==> src/rtl/lcd_pkg.sv <==
// rtl/lcd_pkg.sv - shared constants and FSM encoding for the LCD SPI writer
package lcd_pkg;
   localparam int SPI_BITS = 8;
   localparam int WORD_W   = 9;
   localparam logic DC_CMD  = 1'b0;
   localparam logic DC_DATA = 1'b1;

   typedef enum logic [3:0] {
      ST_IDLE  = 4'b0001,
      ST_SHIFT = 4'b0010,
      ST_DONE  = 4'b0100,
      ST_GAP   = 4'b1000
   } lcd_state_t;
endpackage

==> src/rtl/lcd_spi_clk_div.sv <==
// rtl/lcd_spi_clk_div.sv - SCLK half-period timer producing rise/fall strobes
module lcd_spi_clk_div #(
   parameter int SCLK_HALF = 2
) (
   input  logic sys_clk_50MHz,
   input  logic sys_rst_n,
   input  logic run,
   output logic rise_stb,
   output logic fall_stb
);
   localparam int CNT_W = $clog2(SCLK_HALF + 1);

   logic [CNT_W-1:0] half_cnt;
   logic             sclk_hi;
   logic             half_end;

   // sclk_hi tracks which half the divider is in, so the first strobe after run is always a rise
   assign half_end = run && (half_cnt == CNT_W'(SCLK_HALF - 1));
   assign rise_stb = half_end && !sclk_hi;
   assign fall_stb = half_end && sclk_hi;

   always_ff @(posedge sys_clk_50MHz or negedge sys_rst_n) begin
      if (!sys_rst_n) begin
         half_cnt <= '0;
         sclk_hi  <= 1'b0;
      end else if (!run) begin
         half_cnt <= '0;
         sclk_hi  <= 1'b0;
      end else if (half_end) begin
         half_cnt <= '0;
         sclk_hi  <= ~sclk_hi;
      end else begin
         half_cnt <= half_cnt + 1'b1;
      end
   end
endmodule

==> src/rtl/lcd_spi_write.sv <==
// rtl/lcd_spi_write.sv - 9-bit {dc, byte} word to 4-wire SPI mode 0 transmitter
module lcd_spi_write
   import lcd_pkg::*;
#(
   parameter int SCLK_HALF  = 2,
   parameter int GAP_CYCLES = 2
) (
   input  logic              sys_clk_50MHz,
   input  logic              sys_rst_n,
   input  logic              en_write,
   input  logic [WORD_W-1:0] data_in,
   output logic              wr_done,
   output logic              busy,
   output logic              lcd_sclk,
   output logic              lcd_mosi,
   output logic              lcd_dc,
   output logic              lcd_cs_n
);
   localparam int GAP_W = $clog2(GAP_CYCLES + 1);

   lcd_state_t          state;
   logic [SPI_BITS-1:0] shreg;
   logic [2:0]          bit_cnt;
   logic [GAP_W-1:0]    gap_cnt;
   logic                rise_stb;
   logic                fall_stb;

   lcd_spi_clk_div #(.SCLK_HALF(SCLK_HALF)) u_clk_div (
      .sys_clk_50MHz (sys_clk_50MHz),
      .sys_rst_n     (sys_rst_n),
      .run           (state == ST_SHIFT),
      .rise_stb      (rise_stb),
      .fall_stb      (fall_stb)
   );

   always_ff @(posedge sys_clk_50MHz or negedge sys_rst_n) begin
      if (!sys_rst_n) begin
         state    <= ST_IDLE;
         shreg    <= '0;
         bit_cnt  <= '0;
         gap_cnt  <= '0;
         wr_done  <= 1'b0;
         busy     <= 1'b0;
         lcd_sclk <= 1'b0;
         lcd_mosi <= 1'b0;
         lcd_dc   <= DC_CMD;
         lcd_cs_n <= 1'b1;
      end else begin
         wr_done <= 1'b0;
         unique case (state)
            ST_IDLE: begin
               if (en_write && gap_cnt == '0) begin
                  shreg    <= data_in[SPI_BITS-1:0];
                  bit_cnt  <= 3'(SPI_BITS - 1);
                  lcd_cs_n <= 1'b0;
                  lcd_dc   <= data_in[WORD_W-1];
                  lcd_mosi <= data_in[SPI_BITS-1];
                  busy     <= 1'b1;
                  state    <= ST_SHIFT;
               end
            end
            ST_SHIFT: begin
               if (rise_stb) begin
                  lcd_sclk <= 1'b1;
               end else if (fall_stb) begin
                  lcd_sclk <= 1'b0;
                  if (bit_cnt == '0) begin
                     lcd_cs_n <= 1'b1;
                     wr_done  <= 1'b1;
                     state    <= ST_DONE;
                  end else begin
                     bit_cnt  <= bit_cnt - 1'b1;
                     shreg    <= {shreg[SPI_BITS-2:0], 1'b0};
                     lcd_mosi <= shreg[SPI_BITS-2];
                  end
               end
            end
            ST_DONE: begin
               busy    <= 1'b0;
               // The IDLE cycle itself is the last gap cycle, so GAP holds for GAP_CYCLES-1
               gap_cnt <= GAP_W'(GAP_CYCLES - 2);
               state   <= ST_GAP;
            end
            ST_GAP: begin
               if (gap_cnt == '0) state <= ST_IDLE;
               else               gap_cnt <= gap_cnt - 1'b1;
            end
            default: state <= ST_IDLE;
         endcase
      end
   end
endmodule

==> config.mk <==
export PLATFORM = sky130hd
export DESIGN_NAME = lcd_spi_write
export DESIGN_NICKNAME = d
export VERILOG_FILES = /design/src/rtl/lcd_pkg.sv /design/src/rtl/lcd_spi_clk_div.sv /design/src/rtl/lcd_spi_write.sv
export SDC_FILE = /design/constraint.sdc
export NUM_CORES = 1
export LEC_CHECK = 0
export BUFFER_PORTS_ARGS = -buffer_cell sky130_fd_sc_hd__clkbuf_2
export CORE_ASPECT_RATIO = 1.5
export CORE_MARGIN = 1.5
export CORE_UTILIZATION = 25
export CTS_BUF_LIST = sky130_fd_sc_hd__clkbuf_8
export CTS_CLUSTER_SIZE = 10
export DETAILED_ROUTE_END_ITERATION = 10
export PLACE_DENSITY = 0.47
export RECOVER_POWER = 25
export SYNTH_ARGS = -nofsm -noshare
export SYNTH_HDL_FRONTEND = slang
export SYNTH_SLANG_ARGS = --single-unit
==> constraint.sdc <==
create_clock -name sys_clk_50MHz -period 6.02 [get_ports sys_clk_50MHz]
set_clock_uncertainty 0.15 [all_clocks]
set_input_delay 1.204 -clock sys_clk_50MHz [delete_from_list [all_inputs] [get_ports sys_clk_50MHz]]
set_output_delay 1.204 -clock sys_clk_50MHz [all_outputs]
set_load 0.005 [all_outputs]
== After elaboration in Yosys (flattened, before gate mapping) ==
Cells that the tools add are included.
W data, S select, Z words.
Storage, ports and cells
  output and inout bits: 6
  word-level logic and storage cells: 87
  register bits after elaboration: 25
Cells by class
  bitwise logic cells: 1
  equal/unequal tests: 13
  reduce and logical (&&, ||, !) cells: 18
  muxes and demuxes: 40
  add/subtract/negate cells: 3
Operators by type and width (number)
  $mux W7: 4
  $mux W4: 5
  $mux W1: 17
  $ne A2 B2 Y1 const B: 8
  $pmux W4 S4: 1
  $reduce_and A5 Y1: 3
  $pmux W7 S2: 1
  $mux W3: 4
  $reduce_and A2 Y1: 4
  $reduce_bool A2 Y1: 4
  $mux W2: 3
  $pmux W1 S2: 3
  $pmux W3 S2: 1
  $eq A4 B1 Y1 const B: 1
  $eq A4 B2 Y1 const B: 1
  $eq A4 B3 Y1 const B: 1
  $eq A4 B4 Y1 const B: 1
  $logic_and A1 B1 Y1: 4
  $pmux W2 S2: 1
  $logic_not A3 Y1: 1
  $sub A3 B1 Y3 const B: 1
  $add A2 B1 Y2 const B: 1
  $eq A2 B1 Y1 const B: 1
  $logic_not A2 Y1: 1
  other kinds (3): 3

== Depth between registers and ports, before layout ==
Gate-level depths: netlist of run 1.
  depth in word-level cells: 6
  depth in mapped cells: 7
  depth with buffers taken out: 6

== By module ==
A second synthesis of run 1 with hierarchy kept.
Unflattened totals
  cells, all modules: 109
  area total of the unflattened synthesis: 1310.0 µm²
Modules (own cells, without submodules)
  lcd_spi_write: area an instance 1184.9 µm², sequential area each 553.0 µm², cells each 98, instances 1
  lcd_spi_clk_div: area an instance 125.1 µm², sequential area each 75.1 µm², cells each 11, instances 1

== Worst setup path before layout of run 1 ==
OpenSTA, ideal clock, no wires.
  kind: input port to flip-flop
  from: in en_write
  to: reg bit_cnt[1]
  buffers on the path: 1
  data required time: 5.745 ns
  library setup time: 0.125 ns
  cell stages on the path: 5
  setup slack: 3.375 ns
  data arrival time: 2.370 ns
  path through: nand2_1 -> a32o_1 -> or4_4 -> buf_6 -> mux2_4
Between the ends
  cells in the longest elaborated chain, start to end: 3
RTL lines
  start, declared: RTL line lcd_spi_write.sv:10  | input logic en_write,
  $logic_and A1 B1 Y1: RTL line lcd_spi_write.sv:52  | if (en_write && gap_cnt == '0) begin
  $ne A2 B2 Y1 (no line)
  $reduce_and A5 Y1 (no line)
  end signal, assigned: RTL line lcd_spi_write.sv:54  | bit_cnt <= 3'(SPI_BITS - 1);
  end signal, assigned: RTL line lcd_spi_write.sv:72  | bit_cnt <= bit_cnt - 1'b1;
  end, declared: RTL line lcd_spi_write.sv:23  | logic [2:0] bit_cnt;
No other way between the ends.
A chain may end at the register's enable or synchronous reset.

== Final worst setup path of run 1 ==
  from: in en_write
  to: reg lcd_mosi
Between the ends
  cells in the longest elaborated chain, start to end: 3
RTL lines
  $logic_and A1 B1 Y1: RTL line lcd_spi_write.sv:52
  $ne A2 B2 Y1 (no line)
  $reduce_and A5 Y1 (no line)
  end signal, assigned: RTL line lcd_spi_write.sv:57  | lcd_mosi <= data_in[SPI_BITS-1];
  end signal, assigned: RTL line lcd_spi_write.sv:74  | lcd_mosi <= shreg[SPI_BITS-2];
  end, declared: RTL line lcd_spi_write.sv:15  | output logic lcd_mosi,
No other way between the ends.

==> results of run 1 <==
-- synth_stat cells, types with 2 or more instances --
library cell / n / area (um^2)
nor2_1: 9 / 33.8
a21oi_1: 8 / 40.0
nand2b_1: 2 / 12.5
buf_2: 2 / 10.0
nand3_1: 2 / 10.0
nand2_1: 17 / 63.8
inv_1: 9 / 33.8
nand4_1: 2 / 12.5
o31ai_1: 3 / 22.5
mux2_4: 4 / 60.1
o22ai_1: 4 / 25.0
o21ai_0: 5 / 25.0
dfstp_2: 2 / 52.6
dfrtp_1: 23 / 576
ha_1: 3 / 37.5
nor2b_1: 5 / 31.3
nor3_1: 3 / 15.0
-- final timing paths --
kind	from	to	slack (ns)	cells past startpoint
setup / recovery	en_write	lcd_mosi	3.50	5
hold / removal	lcd_dc	lcd_dc	0.33	2
setup reg to reg	state[2]	lcd_mosi	3.82	4
hold reg to reg	lcd_dc	lcd_dc	0.33	2
max in group asynchronous	sys_rst_n	lcd_mosi	3.88	1
min in group asynchronous	sys_rst_n	shreg[6]	1.06	1
-- placed cells by master (no fill, tap or decap) --
cell type,count
a21o_1,1
a21oi_1,8
a21oi_2,1
a22o_1,1
a32o_1,1
and2_1,1
and4_1,1
clkbuf_1,1
clkbuf_2,16
clkbuf_8,3
clkinv_2,1
dfrtp_1,23
dfstp_2,2
ha_1,3
inv_1,9
mux2_4,4
mux2i_1,1
nand2_1,17
nand2b_1,2
nand3_1,2
nand3b_1,1
nand4_1,2
nor2_1,9
nor2b_1,5
nor2b_4,1
nor3_1,3
nor4b_4,1
o211a_1,1
o21ai_0,5
o22ai_1,4
o31a_1,1
o31ai_1,3
or4_1,1
or4_4,1
or4b_1,1
or4b_2,1
xnor2_1,1
-- area by class of cell --
class	instances	area, um^2
multi-input cells	84	561
repair buffers	17	83.8
flip-flops and latches	25	628
clock inverters	1	5.00
well taps	66	82.6
fillers	550	3370
inverters	9	33.8
clock buffers	3	41.3
-- logic make-up after synthesis --
| kind of cell | synth area share |
|---|---|
| AOI/OAI and AO/OA | 0.133 |
| and+or+nand+nor | 0.223 |
| adders and majority gates | 0.0301 |
| xor gates and xnor gates | 0.00702 |
| buffers and inverters | 0.0471 |
| DFF | 0.504 |
| muxes | 0.0562 |
-- state kept, by name, indices dropped and copies added (netlist names) --
name / count
u_clk_div.sclk_hi: 1
state: 4
gap_cnt: 2
lcd_cs_n: 1
lcd_mosi: 1
shreg: 7
busy: 1
wr_done: 1
bit_cnt: 3
u_clk_div.half_cnt: 2
lcd_dc: 1
lcd_sclk: 1
-- worst min-delay path, cell delays in order, from the launching register on --
cell and delay [ns]:
dfrtp_1 0.35, nand2_1 0.05, nand2_1 0.05
-- routing by layer --
metal	wire length, um	GRT usage	up-vias
met2	1210	0.174	12
met1	1250	0.143	449
met4	14	0.0356	0
met3	88	0.0174	2
li1	-	-	456
met5	0	0	-
-- per-stage QoR --
stage	util	cells	power, mW	instance area (um^2)	hold WS, ns
after detailed placement	0.289	201	0.469	1390	0.316
final	0.298	205	0.561	1440	0.333
after floorplan	-	122	0.421	1250	0.300
after global placement	0.289	201	0.460	1390	0.313
after CTS	0.299	205	0.569	1440	0.339
after global routing	0.298	205	0.607	1440	0.366
-- power breakdown --
group / switching, mW / total, mW / internal [mW]
clock: 0.0540 / 0.100 / 0.0463
combinational: 0.103 / 0.210 / 0.107
sequential: 0.0371 / 0.251 / 0.214
==> impl_metrics.tcl, run 1 <==
set metrics [dict create \
    antenna_found_initial 0 \
    area_delta_synth_final_pct 15.0 \
    synthArstFlopShare 1.00 \
    slowest_delay_ns 0.53 \
    wire_per_inst_um 12.5 \
    row_count 31 \
    ys_types 36 \
    numCtsBuffers 3 \
    setup_viol 0 \
    fin_nets 155 \
    wl_um 2570 \
    worstSetupPathType "in -> reg" \
    grt_pass1_vias 971 \
    chipHeight_um 89.5 \
    p_leak_nw 0.674 \
    grt_first_pass_wirelength_um 4430 \
    cts_setup_buffers 0 \
    crit_arrival_ns 2.52 \
    worstPathCellList "clkbuf_2 > nand2_1 > a32o_1 > or4_4 > mux2_4" \
    syn_area_mm2 0.00125 \
    crit_family "simple AND/OR/NAND/NOR gates" \
    cts_buffer_depth 2 \
    clock_sinks 25 \
    setup_tns_ns 0 \
    required_ns 6.02 \
    tritoncts "yes" \
    synth_flop_cell "dfrtp_1" \
    clock_latency_ns 0.27 \
    placement.io_buffers 17 \
    maxCapViolCount 0 \
    route.detailed.drc 0 \
    drt_iter0_markers 61 \
    postSynthCellCount 122 \
    firstDrtPassIters 4 \
    antenna_left 0 \
    cts-resized-gates 0 \
    rsz0062_at_grt "false" \
    die_area_mm2 0.00543 \
    outcome "completed" \
    synth-warning-count 0 \
    ctsHoldBuffers 0 \
    critPathBufInv 1 \
    dr_total_vias 919 \
    fin_crit_sh 0.419 \
    finalHoldViolCount 0 \
    synth-edff-count 0 \
    drv_slew 0 \
    end_kind "flip-flop" \
    num_io_pins 18 \
    cp_slowest_cell "or4_4" \
    grt_max_degree 26 \
    initial_core_util 0.259 \
    seq_area_frac_synth 0.504 \
    crit_path_start_kind "input port" \
    grt_usage 0.107 \
    core_area_mm2 0.00481 \
    synth_seq_cells 25 \
    synthesis.nets 137 \
    setup_ws_ns 3.50 \
    hpwl_um 1880 \
    pre_cts_ws_ns 3.22 \
    gp_congestion 0.750 \
    ir_drop_mv 0.120 \
    antenna_cells 0 \
    hp-class "reg -> reg" \
    cts-root-buf "clkbuf_8" \
    worst_pin_slew_ns 1.33 \
    fp.dieW_um 60.7 \
    syn_avg_cell_area_um2 10.2 \
    timing.slew.headroom 0.112 \
    grt_overflow 0 \
    fmax_ghz 0.397 \
    clkTransAtPathRegs_ns 0.09 \
    vias_per_cell 4.48 \
    cts_max_level 1 \
    period_needed_ns 2.52 \
    crit_fanout 10 \
    drive_gt1_frac 0.223 \
    p_per_area_mw_per_mm2 391 \
]
(Power assumes the default switching activity.)
==> run 2: changes to the inputs <==
--- a/config.mk
+++ b/config.mk
@@ -5,6 +5,7 @@
 export SDC_FILE = /design/constraint.sdc
 export NUM_CORES = 1
 export LEC_CHECK = 0
+export ABC_AREA = 1
 export BUFFER_PORTS_ARGS = -buffer_cell sky130_fd_sc_hd__clkbuf_2
 export CORE_ASPECT_RATIO = 1.5
 export CORE_MARGIN = 1.5
@@ -12,7 +13,7 @@
 export CTS_BUF_LIST = sky130_fd_sc_hd__clkbuf_8
 export CTS_CLUSTER_SIZE = 10
 export DETAILED_ROUTE_END_ITERATION = 10
-export PLACE_DENSITY = 0.47
+export PLACE_DENSITY = 0.49
 export RECOVER_POWER = 25
 export SYNTH_ARGS = -nofsm -noshare
 export SYNTH_HDL_FRONTEND = slang
==> constraint.sdc (replaced) <==
create_clock -name sys_clk_50MHz -period 2.15 [get_ports sys_clk_50MHz]
set_clock_uncertainty 0.15 [all_clocks]
set_input_delay 0.43 -clock sys_clk_50MHz [delete_from_list [all_inputs] [get_ports sys_clk_50MHz]]
set_output_delay 0.43 -clock sys_clk_50MHz [all_outputs]
set_load 0.005 [all_outputs]
==> impl_metrics.tcl, run 2 <==
set metrics [dict create \
    hold_start "data_in[8]" \
    rsz0062_at_grt "false" \
    drt_iter0_markers 29 \
    p_per_area_mw_per_mm2 1370 \
    cts_buffer_depth 2 \
    antenna_found_initial 0 \
    synth_top_cell_area_share 0.439 \
    drv_slew 0 \
    slowest_delay_ns 0.39 \
    syn_area_mm2 0.00131 \
    clock_sinks 25 \
    grt_overflow 0 \
    crit_path_frequent_cell "nand2_1" \
    grt_usage 0.102 \
    crit_fanout 11 \
    fin_nets 192 \
    multiInputGateArea_um2 597 \
    synth-warning-count 0 \
    rr_worst_depth 8 \
    die_area_mm2 0.00570 \
    grt_max_degree 26 \
    setup_tns_ns 0 \
    postSynthCellCount 156 \
    timing.slew.headroom 0.0875 \
    synth_flop_cell "dfrtp_1" \
    crit-reg2reg-launch "bit_cnt[0]" \
    hpwl_um 1940 \
    worstPathCellList "inv_1 > ha_1 > nand2_1 > nand3_1 > nand2_1 > nand3_2 > nand2_1 > nand2_1" \
    fin_cells 244 \
    drive_gt1_frac 0.256 \
    period_needed_ns 1.72 \
    chipHeight_um 91.7 \
    dr_total_vias 1027 \
    seq_area_um2 628 \
    cp_slowest_cell "dfrtp_1" \
    initial_core_util 0.258 \
    firstDrtPassIters 4 \
    numCtsBuffers 3 \
    whs_ns 0.236 \
    cts_max_level 1 \
    final_common_cell "nand2_1" \
    r2r_end "shreg[5]" \
    critPathBufInv 1 \
    wl_um 2580 \
    row_count 32 \
    antenna_left 0 \
    fillers 563 \
    synth-edff-count 0 \
    synthArstFlopShare 1.00 \
    cts-root-buf "clkbuf_8" \
    reg2reg_slack_ns 0.43 \
    critPathLaunch "bit_cnt[0]" \
    hp-class "in -> reg" \
    clock_latency_ns 0.27 \
    placed_cells 240 \
    seq_area_frac_synth 0.479 \
    synth.most_common_cell "nand2_1" \
    largest-register "shreg" \
    ctsHoldBuffers 0 \
    vias_per_cell 4.21 \
    final_cell_mix "nand2_1 (54), dfrtp_1 (23), clkbuf_2 (16)" \
    wire_per_inst_um 10.6 \
    min_path_cells 3 \
    outcome "completed" \
    finalHoldViolCount 0 \
    crit_arrival_ns 1.73 \
    area_delta_synth_final_pct 15.2 \
    top_regs "shreg (7), state (4), bit_cnt (3)" \
    ys_types 21 \
    fmax_ghz 0.580 \
    syn_avg_cell_area_um2 8.41 \
    largest_reg_flops 7 \
    min_to "lcd_dc" \
    antenna_cells 0 \
    route.detailed.drc 0 \
    setup_viol 0 \
    clkTransAtPathRegs_ns 0.09 \
    num_io_pins 18 \
    placement.io_buffers 17 \
    crit_family "simple AND/OR/NAND/NOR gates" \
    ir_drop_mv 0.555 \
    gp_congestion 0.736 \
    grt_pass1_vias 1037 \
    synth_seq_cells 25 \
    crit_path_start_kind "flip-flop" \
    synth_top_area_cell "dfrtp_1" \
    cts_setup_buffers 0 \
    fp.dieW_um 62.1 \
    synth_area_leaders "dfrtp_1 (44%), nand2_1 (15%), nand2_2 (5.7%)" \
    worstSetupPathType "reg -> reg" \
    end_kind "flip-flop" \
    fin_crit_sh 0.801 \
    tritoncts "yes" \
    grt_first_pass_wirelength_um 4600 \
    synthesis.nets 171 \
    required_ns 2.16 \
    cts-resized-gates 0 \
    maxCapViolCount 0 \
    synthTopCellsByCount "nand2_1 (54), dfrtp_1 (23), nand3_1 (15)" \
    p_leak_nw 0.785 \
    worst_pin_slew_ns 1.37 \
    core_area_mm2 0.00508 \
]
run 2: cell count changes after synthesis, sizes merged, moves of 4 or more:
| cell | change |
|---|---|
| nand2 | +49 |
| inv | +6 |
| nor2 | +4 |
| mux2 | -4 |
| a21oi | -9 |
| nand3 | +16 |
| nor2b | -6 |
run 2: cell families after synthesis:
kind of cell / synth area share
and+or+nand+nor: 0.396
DFF: 0.479
buffers and inverters: 0.0658
AOI/OAI and AO/OA: 0.0239
adders and majority gates: 0.0286
xor gates and xnor gates: 0.00668
run 2: final cells by class:
type,count,share of cell area
Clock inverter,1,0.00249
Tap cell,68,0.0563
Clock buffer,3,0.0273
Sequential cell,25,0.416
Inverter,15,0.0373
Multi-Input combinational cell,113,0.395
Timing Repair Buffer,19,0.0655
run 2: worst min-delay path, stage by stage:
cell and delay (ns):
clkbuf_2 0.08, inv_1 0.04, o21ai_0 0.07
run 2: metrics by stage:
| stage | total power [mW] | cell area [um^2] | setup WS, ns | utilization |
|---|---|---|---|---|
| 2_1_floorplan | 1.62 | 1310 | 0.680 | - |
| 3_3_place_gp | 1.82 | 1470 | 0.438 | 0.288 |
| 3_5_place_dp | 1.83 | 1470 | 0.431 | 0.288 |
| 4_1_cts | 2.11 | 1510 | 0.415 | 0.297 |
| 5_1_grt | 2.29 | 1510 | 0.273 | 0.297 |
| 6_report | 2.08 | 1510 | 0.427 | 0.297 |
run 2: report_power, final:
group          switching, mW  total (mW)  internal, mW
clock                  0.148       0.276         0.128
combinational          0.637        1.00         0.367
sequential             0.131       0.795         0.664
total                  0.917        2.08          1.16
run 2: worst max-delay path by stage:
| stage | depth (start not counted) | slack (ns) | to |
|---|---|---|---|
| after detailed placement | 8 | 0.43 | shreg[5] |
| after global placement | 8 | 0.44 | shreg[5] |
| final | 8 | 0.43 | shreg[5] |
| after CTS | 8 | 0.41 | shreg[5] |
| after global routing | 8 | 0.27 | bit_cnt[1] |
| after floorplan | 8 | 0.68 | lcd_mosi |
run 2: metal layers:
| metal | up-vias | wire length, um | global-route usage |
|---|---|---|---|
| li1 | 533 | - | - |
| met1 | 469 | 1130 | 0.115 |
| met2 | 18 | 1260 | 0.180 |
| met3 | 7 | 93 | 0.0172 |
| met4 | 0 | 89 | 0.0611 |
| met5 | - | 0 | 0 |
